--- config.mk ---
export PLATFORM = sky130hd
export DESIGN_NAME = warn_arbiter
export DESIGN_NICKNAME = d
export VERILOG_FILES = /design/src/rtl/warn_arbiter.sv
export SDC_FILE = /design/constraint.sdc
export NUM_CORES = 1
export LEC_CHECK = 0
export BUFFER_PORTS_ARGS = -buffer_cell sky130_fd_sc_hd__buf_2
export CAP_MARGIN = 20
export CORE_UTILIZATION = 58
export CTS_CLUSTER_SIZE = 30
export DETAILED_ROUTE_END_ITERATION = 12
export GPL_ROUTABILITY_DRIVEN = 0
export GPL_TIMING_DRIVEN = 1
export PLACE_DENSITY = 0.84
export SLEW_MARGIN = 20
export SYNTH_ARGS = -nofsm -noshare
export SYNTH_HDL_FRONTEND = slang
export SYNTH_SLANG_ARGS = --single-unit
export TNS_END_PERCENT = 100
--- constraint.sdc ---
create_clock -name clk -period 3 [get_ports clk]
set_clock_uncertainty 0.2 [all_clocks]
set_input_delay 0.3 -clock clk [delete_from_list [all_inputs] [get_ports clk]]
set_output_delay 0.3 -clock clk [all_outputs]
set_load 0.05 [all_outputs]
--- src/rtl/warn_arbiter.sv ---
// warn_arbiter: round-robin arbiter sharing one timed alarm output among NUM_CH warning channels.
// Escalation counter is compiled in only when WARN_ESCALATE_EN is defined.
module warn_arbiter #(
    parameter int unsigned NUM_CH          = 4,
    parameter int unsigned ALARM_CYCLES    = 1000,
    parameter int unsigned COOLDOWN_CYCLES = 200,
    parameter int unsigned ESC_THRESH      = 3
) (
    input  logic                      clk,
    input  logic                      rst_n,
    input  logic [NUM_CH-1:0]         warn_in,
    input  logic                      ack,
    output logic                      alarm,
    output logic [$clog2(NUM_CH)-1:0] alarm_ch,
    output logic [NUM_CH-1:0]         pend,
    output logic                      escalate
);
    localparam int unsigned CHW = $clog2(NUM_CH);

    typedef enum logic [1:0] {
        S_IDLE,
        S_GRANT,
        S_ALARM,
        S_COOL
    } state_t;

    state_t            state_q, state_d;
    logic [15:0]       timer_q, timer_d;
    logic [NUM_CH-1:0] warn_q;
    logic [NUM_CH-1:0] pend_q, pend_d;
    logic [NUM_CH-1:0] pick_mask;
    logic [CHW-1:0]    ch_q, ch_d;
    logic [CHW-1:0]    ptr_q, ptr_d;
    logic [CHW-1:0]    pick;
    logic              alarm_q;
    logic              found;
    int unsigned       rr_idx;

    // First set pend bit at or above ptr_q, wrapping modulo NUM_CH.
    always_comb begin : rr_pick
        found  = 1'b0;
        pick   = '0;
        rr_idx = 0;
        for (int unsigned i = 0; i < NUM_CH; i++) begin
            rr_idx = ptr_q + i;
            if (rr_idx >= NUM_CH) rr_idx = rr_idx - NUM_CH;
            if (!found && pend_q[CHW'(rr_idx)]) begin
                found = 1'b1;
                pick  = CHW'(rr_idx);
            end
        end
    end

    always_comb begin : fsm_next
        state_d   = state_q;
        timer_d   = timer_q;
        ch_d      = ch_q;
        ptr_d     = ptr_q;
        pick_mask = '0;
        case (state_q)
            S_IDLE: begin
                if (pend_q != '0) state_d = S_GRANT;
            end
            S_GRANT: begin
                ch_d            = pick;
                pick_mask[pick] = 1'b1;
                ptr_d           = (pick == CHW'(NUM_CH - 1)) ? '0 : pick + CHW'(1);
                timer_d         = 16'(ALARM_CYCLES - 1);
                state_d         = S_ALARM;
            end
            S_ALARM: begin
                if (ack || timer_q == '0) begin
                    timer_d = 16'(COOLDOWN_CYCLES - 1);
                    state_d = S_COOL;
                end else begin
                    timer_d = timer_q - 16'd1;
                end
            end
            S_COOL: begin
                if (timer_q == '0) state_d = S_IDLE;
                else               timer_d = timer_q - 16'd1;
            end
            default: state_d = S_IDLE;
        endcase
        // A fresh edge wins over the grant clearing the same bit.
        pend_d = (pend_q & ~pick_mask) | (warn_in & ~warn_q);
    end

    always_ff @(posedge clk) begin
        if (!rst_n) begin
            state_q <= S_IDLE;
            timer_q <= '0;
            warn_q  <= '0;
            pend_q  <= '0;
            ch_q    <= '0;
            ptr_q   <= '0;
            alarm_q <= 1'b0;
        end else begin
            state_q <= state_d;
            timer_q <= timer_d;
            warn_q  <= warn_in;
            pend_q  <= pend_d;
            ch_q    <= ch_d;
            ptr_q   <= ptr_d;
            alarm_q <= (state_d == S_ALARM);
        end
    end

    assign alarm    = alarm_q;
    assign alarm_ch = ch_q;
    assign pend     = pend_q;

`ifdef WARN_ESCALATE_EN
    logic [3:0] esc_cnt_q, esc_cnt_d;

    // Counts consecutive timed-out alarms; saturates rather than wrapping.
    always_comb begin : esc_next
        esc_cnt_d = esc_cnt_q;
        if (state_q == S_ALARM) begin
            if (ack)
                esc_cnt_d = '0;
            else if (timer_q == '0 && esc_cnt_q != 4'hF)
                esc_cnt_d = esc_cnt_q + 4'd1;
        end
    end

    always_ff @(posedge clk) begin
        if (!rst_n) esc_cnt_q <= '0;
        else        esc_cnt_q <= esc_cnt_d;
    end

    assign escalate = (esc_cnt_q >= 4'(ESC_THRESH));
`else
    // Constant 0; ESC_THRESH stays referenced so both builds share one parameter list.
    assign escalate = 1'b0 & (ESC_THRESH == 0);
`endif

endmodule

==> impl_metrics.xml <==
<?xml version="1.0" encoding="UTF-8"?>
<metrics>
  <group name="critical_path">
    <metric name="setup_slack_reg_to_reg" unit="ns">0.44</metric>
    <metric name="worst-path-stages" unit="">8</metric>
    <metric name="crit_chain" unit="">inv_1 -&gt; ha_1 -&gt; or4b_1 -&gt; nor4_4 -&gt; buf_4 -&gt; a41oi_4 -&gt; nand2_2 -&gt; nor2_1</metric>
    <metric name="critical_path.endpoint_type" unit="">register</metric>
    <metric name="crit_path_start_kind" unit="">register</metric>
    <metric name="worst_r2r_startpoint" unit="">timer_q[0]$_SDFFE_PN0P_</metric>
    <metric name="top_fanout_value_on_the_critical_path" unit="">8</metric>
    <metric name="timing_worst_setup_path_type" unit="">register to register</metric>
    <metric name="worst_r2r_path_depth" unit="">8</metric>
    <metric name="cp.arrival" unit="ns">2.57</metric>
    <metric name="cp_top_family" unit="">simple AND/OR/NAND/NOR gates</metric>
    <metric name="critical_path.slowest_cell" unit="">or4b_1</metric>
    <metric name="worst_path_largest_cell_delay" unit="ns">0.52</metric>
    <metric name="crit_required" unit="ns">3.01</metric>
    <metric name="crit_reg_reg_endpoint" unit="">timer_q[12]$_SDFFE_PN0P_</metric>
    <metric name="worst-path-buf-inv" unit="">2</metric>
  </group>
  <group name="cts">
    <metric name="clock-root-buffer" unit="">clkbuf_4</metric>
    <metric name="cts-buffers-inserted" unit="">5</metric>
    <metric name="cts.sinks" unit="">31</metric>
    <metric name="clock_latency" unit="ns">0.32</metric>
    <metric name="worst_setup_hold_path_clk_slew" unit="ns">0.09</metric>
    <metric name="tritoncts" unit="">done</metric>
    <metric name="clk_path_buf_depth" unit="">2</metric>
    <metric name="clock_tree.htree_level_count" unit="">2</metric>
  </group>
  <group name="logic_synthesis">
    <metric name="synth-async-reset-ratio" unit="">0</metric>
    <metric name="mappedNetlistNets" unit="">201</metric>
    <metric name="synth.cell_area" unit="sq um">1654</metric>
    <metric name="postSynthAreaPerCell" unit="sq um">8.752</metric>
    <metric name="syn-instance-count" unit="">189</metric>
    <metric name="synth.distinct_cells" unit="">51</metric>
    <metric name="seq_area_frac_synth" unit="">0.3752</metric>
    <metric name="post_synth_edffs" unit="">0</metric>
    <metric name="yosys_most_used_dff" unit="">dfxtp_1</metric>
    <metric name="synth-seq-cells" unit="">31</metric>
    <metric name="yosys_warnings" unit="">0</metric>
  </group>
  <group name="power">
    <metric name="comb_power_share" unit="">0.374</metric>
    <metric name="sw_frac" unit="">0.3859</metric>
    <metric name="worst_ir_drop_vdd" unit="V">0.0005027</metric>
    <metric name="switchingPower" unit="mW">0.5066</metric>
    <metric name="cellInternalPower" unit="mW">0.8060</metric>
    <metric name="power" unit="mW">1.313</metric>
    <metric name="static-leakage-power" unit="nW">0.7144</metric>
    <metric name="power_density" unit="nW/um^2">718.5</metric>
    <metric name="p_seq_frac" unit="">0.422</metric>
    <metric name="power.clock.fraction" unit="">0.204</metric>
  </group>
  <group name="routing">
    <metric name="total_wirelength" unit="um">3304</metric>
    <metric name="detail_route.drc_violations" unit="">0</metric>
    <metric name="vias_per_cell" unit="">5.895</metric>
    <metric name="via_count" unit="">1397</metric>
    <metric name="drtPass1Iterations" unit="">4</metric>
    <metric name="drt_first_iter_violations" unit="">74</metric>
    <metric name="ant_nets" unit="">0</metric>
    <metric name="wl_per_cell" unit="um">13.94</metric>
  </group>
  <group name="cells_and_area">
    <metric name="final_cell_mix" unit="">dfxtp_1 (31), a21oi_1 (23), nor2_1 (19)</metric>
    <metric name="layout.cells.non_filler" unit="">237</metric>
    <metric name="nets" unit="">217</metric>
    <metric name="seqCellArea" unit="sq um">620.6</metric>
    <metric name="synthToLayoutAreaGrowth" unit="%">10.44</metric>
    <metric name="finalInstanceArea" unit="sq um">1827</metric>
    <metric name="drive_gt1_frac" unit="">0.1699</metric>
    <metric name="mostFrequentLayoutCell" unit="">dfxtp_1</metric>
    <metric name="n_antenna_cell" unit="">0</metric>
    <metric name="multi_input_gate_area_in_the_final_layout" unit="sq um">952.2</metric>
    <metric name="num-fill-cells" unit="">216</metric>
  </group>
  <group name="timing">
    <metric name="f_max" unit="MHz">390.8</metric>
    <metric name="final.period_utilization" unit="">0.8530</metric>
    <metric name="timing_worst_slew_pin_value" unit="ns">0.7421</metric>
    <metric name="grt_setup_unrepaired" unit="">no</metric>
    <metric name="setup_viol" unit="">0</metric>
    <metric name="timing.slew.headroom" unit="">0.5034</metric>
    <metric name="slew_violations" unit="">0</metric>
    <metric name="hold_viol_final" unit="">0</metric>
    <metric name="finalWorstPathRequiredPeriod" unit="ns">2.559</metric>
    <metric name="final.setup.tns" unit="ns">0</metric>
    <metric name="final.setup.worst_slack" unit="ns">0.4410</metric>
  </group>
  <group name="global_routing">
    <metric name="number_of_global_route_vias_before_repair" unit="">1329</metric>
    <metric name="first_pass_grt_wire_length" unit="um">5789</metric>
    <metric name="maximum_number_of_pins_on_one_net_before_global_route_repair" unit="">18</metric>
    <metric name="globalRouteOverflowTotal" unit="">0</metric>
    <metric name="antenna_found_initial" unit="">0</metric>
    <metric name="grt.total_usage" unit="">0.2355</metric>
  </group>
  <group name="die">
    <metric name="core-area" unit="sq um">2734</metric>
    <metric name="die-height" unit="um">55.40</metric>
    <metric name="top_level_ports" unit="">15</metric>
    <metric name="floorplan.initialDensity" unit="">0.6050</metric>
    <metric name="floorplan.rows" unit="">19</metric>
    <metric name="floorplan.die.width" unit="um">55.40</metric>
    <metric name="fp.dieArea" unit="sq um">3069</metric>
  </group>
  <group name="min_path">
    <metric name="worst_hold_path.endpoint" unit="">timer_q[8]$_SDFFE_PN0P_</metric>
    <metric name="worstHoldStart" unit="">ack</metric>
    <metric name="timing.hold.worst_path_depth" unit="">4</metric>
    <metric name="worstHoldPathType" unit="">primary input to register</metric>
  </group>
  <group name="run">
    <metric name="cap_violations" unit="">0</metric>
  </group>
  <group name="placement">
    <metric name="post_dp_cell_area" unit="sq um">1718</metric>
    <metric name="pre_cts_ws" unit="ns">0.4609</metric>
    <metric name="place.detailed.hpwl" unit="um">2439</metric>
    <metric name="port_buffers" unit="">13</metric>
    <metric name="placedCellCount" unit="">225</metric>
  </group>
  <group name="outcome">
    <metric name="run_status" unit="">finished, final reports clean</metric>
  </group>
</metrics>
## synth_stat cells, types with 2 or more instances
master     n  area, sq um
nand4_1    2        12.51
inv_1      9        33.78
nor4_2     2        25.02
clkbuf_1   5        18.77
dfxtp_1   31        620.6
or3_4      2        22.52
nand2_1   16        60.06
xor2_1     3        26.28
o21ai_0    3        15.01
nor2b_1    4        25.02
nand2_2    2        12.51
o21ai_1    2        10.01
nor4_4     2        42.54
a21oi_1   23        115.1
a31oi_1    2        12.51
nand2b_1   2        12.51
nor3_1     2        10.01
o41ai_1    2        17.52
and2_1     5        31.28
buf_2      2        10.01
ha_1       5        62.56
nor4_1     3        18.77
or3_1      2        12.51
or2_2      2        12.51
xnor2_1    7        61.31
nand3_1    3        15.01
or4_1      4        30.03
nor2_1    19        71.32
## kinds of logic after synthesis
| group | after synthesis | share of synthesized area |
|---|---|---|
| AOI/OAI and AO/OA | 46 | 0.1997 |
| xor gates and xnor gates | 10 | 0.05295 |
| adders and majority gates | 5 | 0.03782 |
| buffers and inverters | 18 | 0.04917 |
| DFF | 31 | 0.3752 |
| muxes | 1 | 0.006052 |
| other | 1 | 0.002267 |
| and+or+nand+nor | 77 | 0.2768 |
## tightest hold or removal path, stage by stage
cell	delay (ns)
buf_2	0.09
nand3b_1	0.09
nand2_1	0.09
a311oi_1	0.05
## per-layer routing
metal  routed length (um)  vias to the layer above  part of all wire  global-route usage
met5                    0                        -                 0                   0
met4                   48                        0             0.015             0.08571
li1                     -                      702                 -                   -
met1                 1521                      659              0.46              0.2984
met2                 1608                       30              0.49              0.3873
met3                  125                        6             0.038             0.05855
## sequential cells by signal (all words and copies together) (netlist names)
signal	flops
pend	4
alarm_ch	2
timer_q	16
state_q	2
ptr_q	2
warn_q	4
alarm	1
## worst max-delay path by stage
stage	startpoint	end	slack [ns]
floorplan	timer_q[0]$_SDFFE_PN0P_	timer_q[11]$_SDFFE_PN0P_	0.77
global placement	timer_q[0]$_SDFFE_PN0P_	timer_q[4]$_SDFFE_PN0P_	0.55
detailed placement	timer_q[0]$_SDFFE_PN0P_	timer_q[15]$_SDFFE_PN0P_	0.46
CTS	timer_q[0]$_SDFFE_PN0P_	timer_q[15]$_SDFFE_PN0P_	0.45
global route	timer_q[0]$_SDFFE_PN0P_	timer_q[12]$_SDFFE_PN0P_	0.29
finish	timer_q[0]$_SDFFE_PN0P_	timer_q[12]$_SDFFE_PN0P_	0.44
## area by class of cell
| type | count | share of cell area |
|---|---|---|
| sequential | 31 | 0.3397 |
| inverter | 9 | 0.01849 |
| tap | 31 | 0.02123 |
| timing repair buffer | 18 | 0.06164 |
| clock buffer | 8 | 0.03767 |
| multi-input combinational | 140 | 0.5212 |
## metrics by stage
| stage | hold slack [ns] | util |
|---|---|---|
| 3_3_place_gp | 0.2426 | 0.6284 |
| 3_5_place_dp | 0.2533 | 0.6284 |
| 5_1_grt | 0.1463 | 0.6682 |
| 6_report | 0.1305 | 0.6682 |
| 4_1_cts | 0.1184 | 0.6682 |
| 2_1_floorplan | 0.2217 | - |
## power by group through the flow
stage,Clock [mW],Combinational (mW),Sequential [mW]
finish,0.268,0.491,0.554
global route,0.290,0.543,0.565
CTS,0.276,0.489,0.553
detailed placement,0,0.482,0.563
global placement,0,0.468,0.555
floorplan,0,0.397,0.563
## what timing repair did
| action | CTS | global route |
|---|---|---|
| buffers inserted | 0 | 0 |
| endpoints found under the hold margin | 4 | 0 |
| hold buffers | 4 | 0 |
| endpoints found under the setup margin | 0 | 0 |
| gates resized for setup | 0 | 0 |
Note: power is estimated with default switching activity, not from simulation.
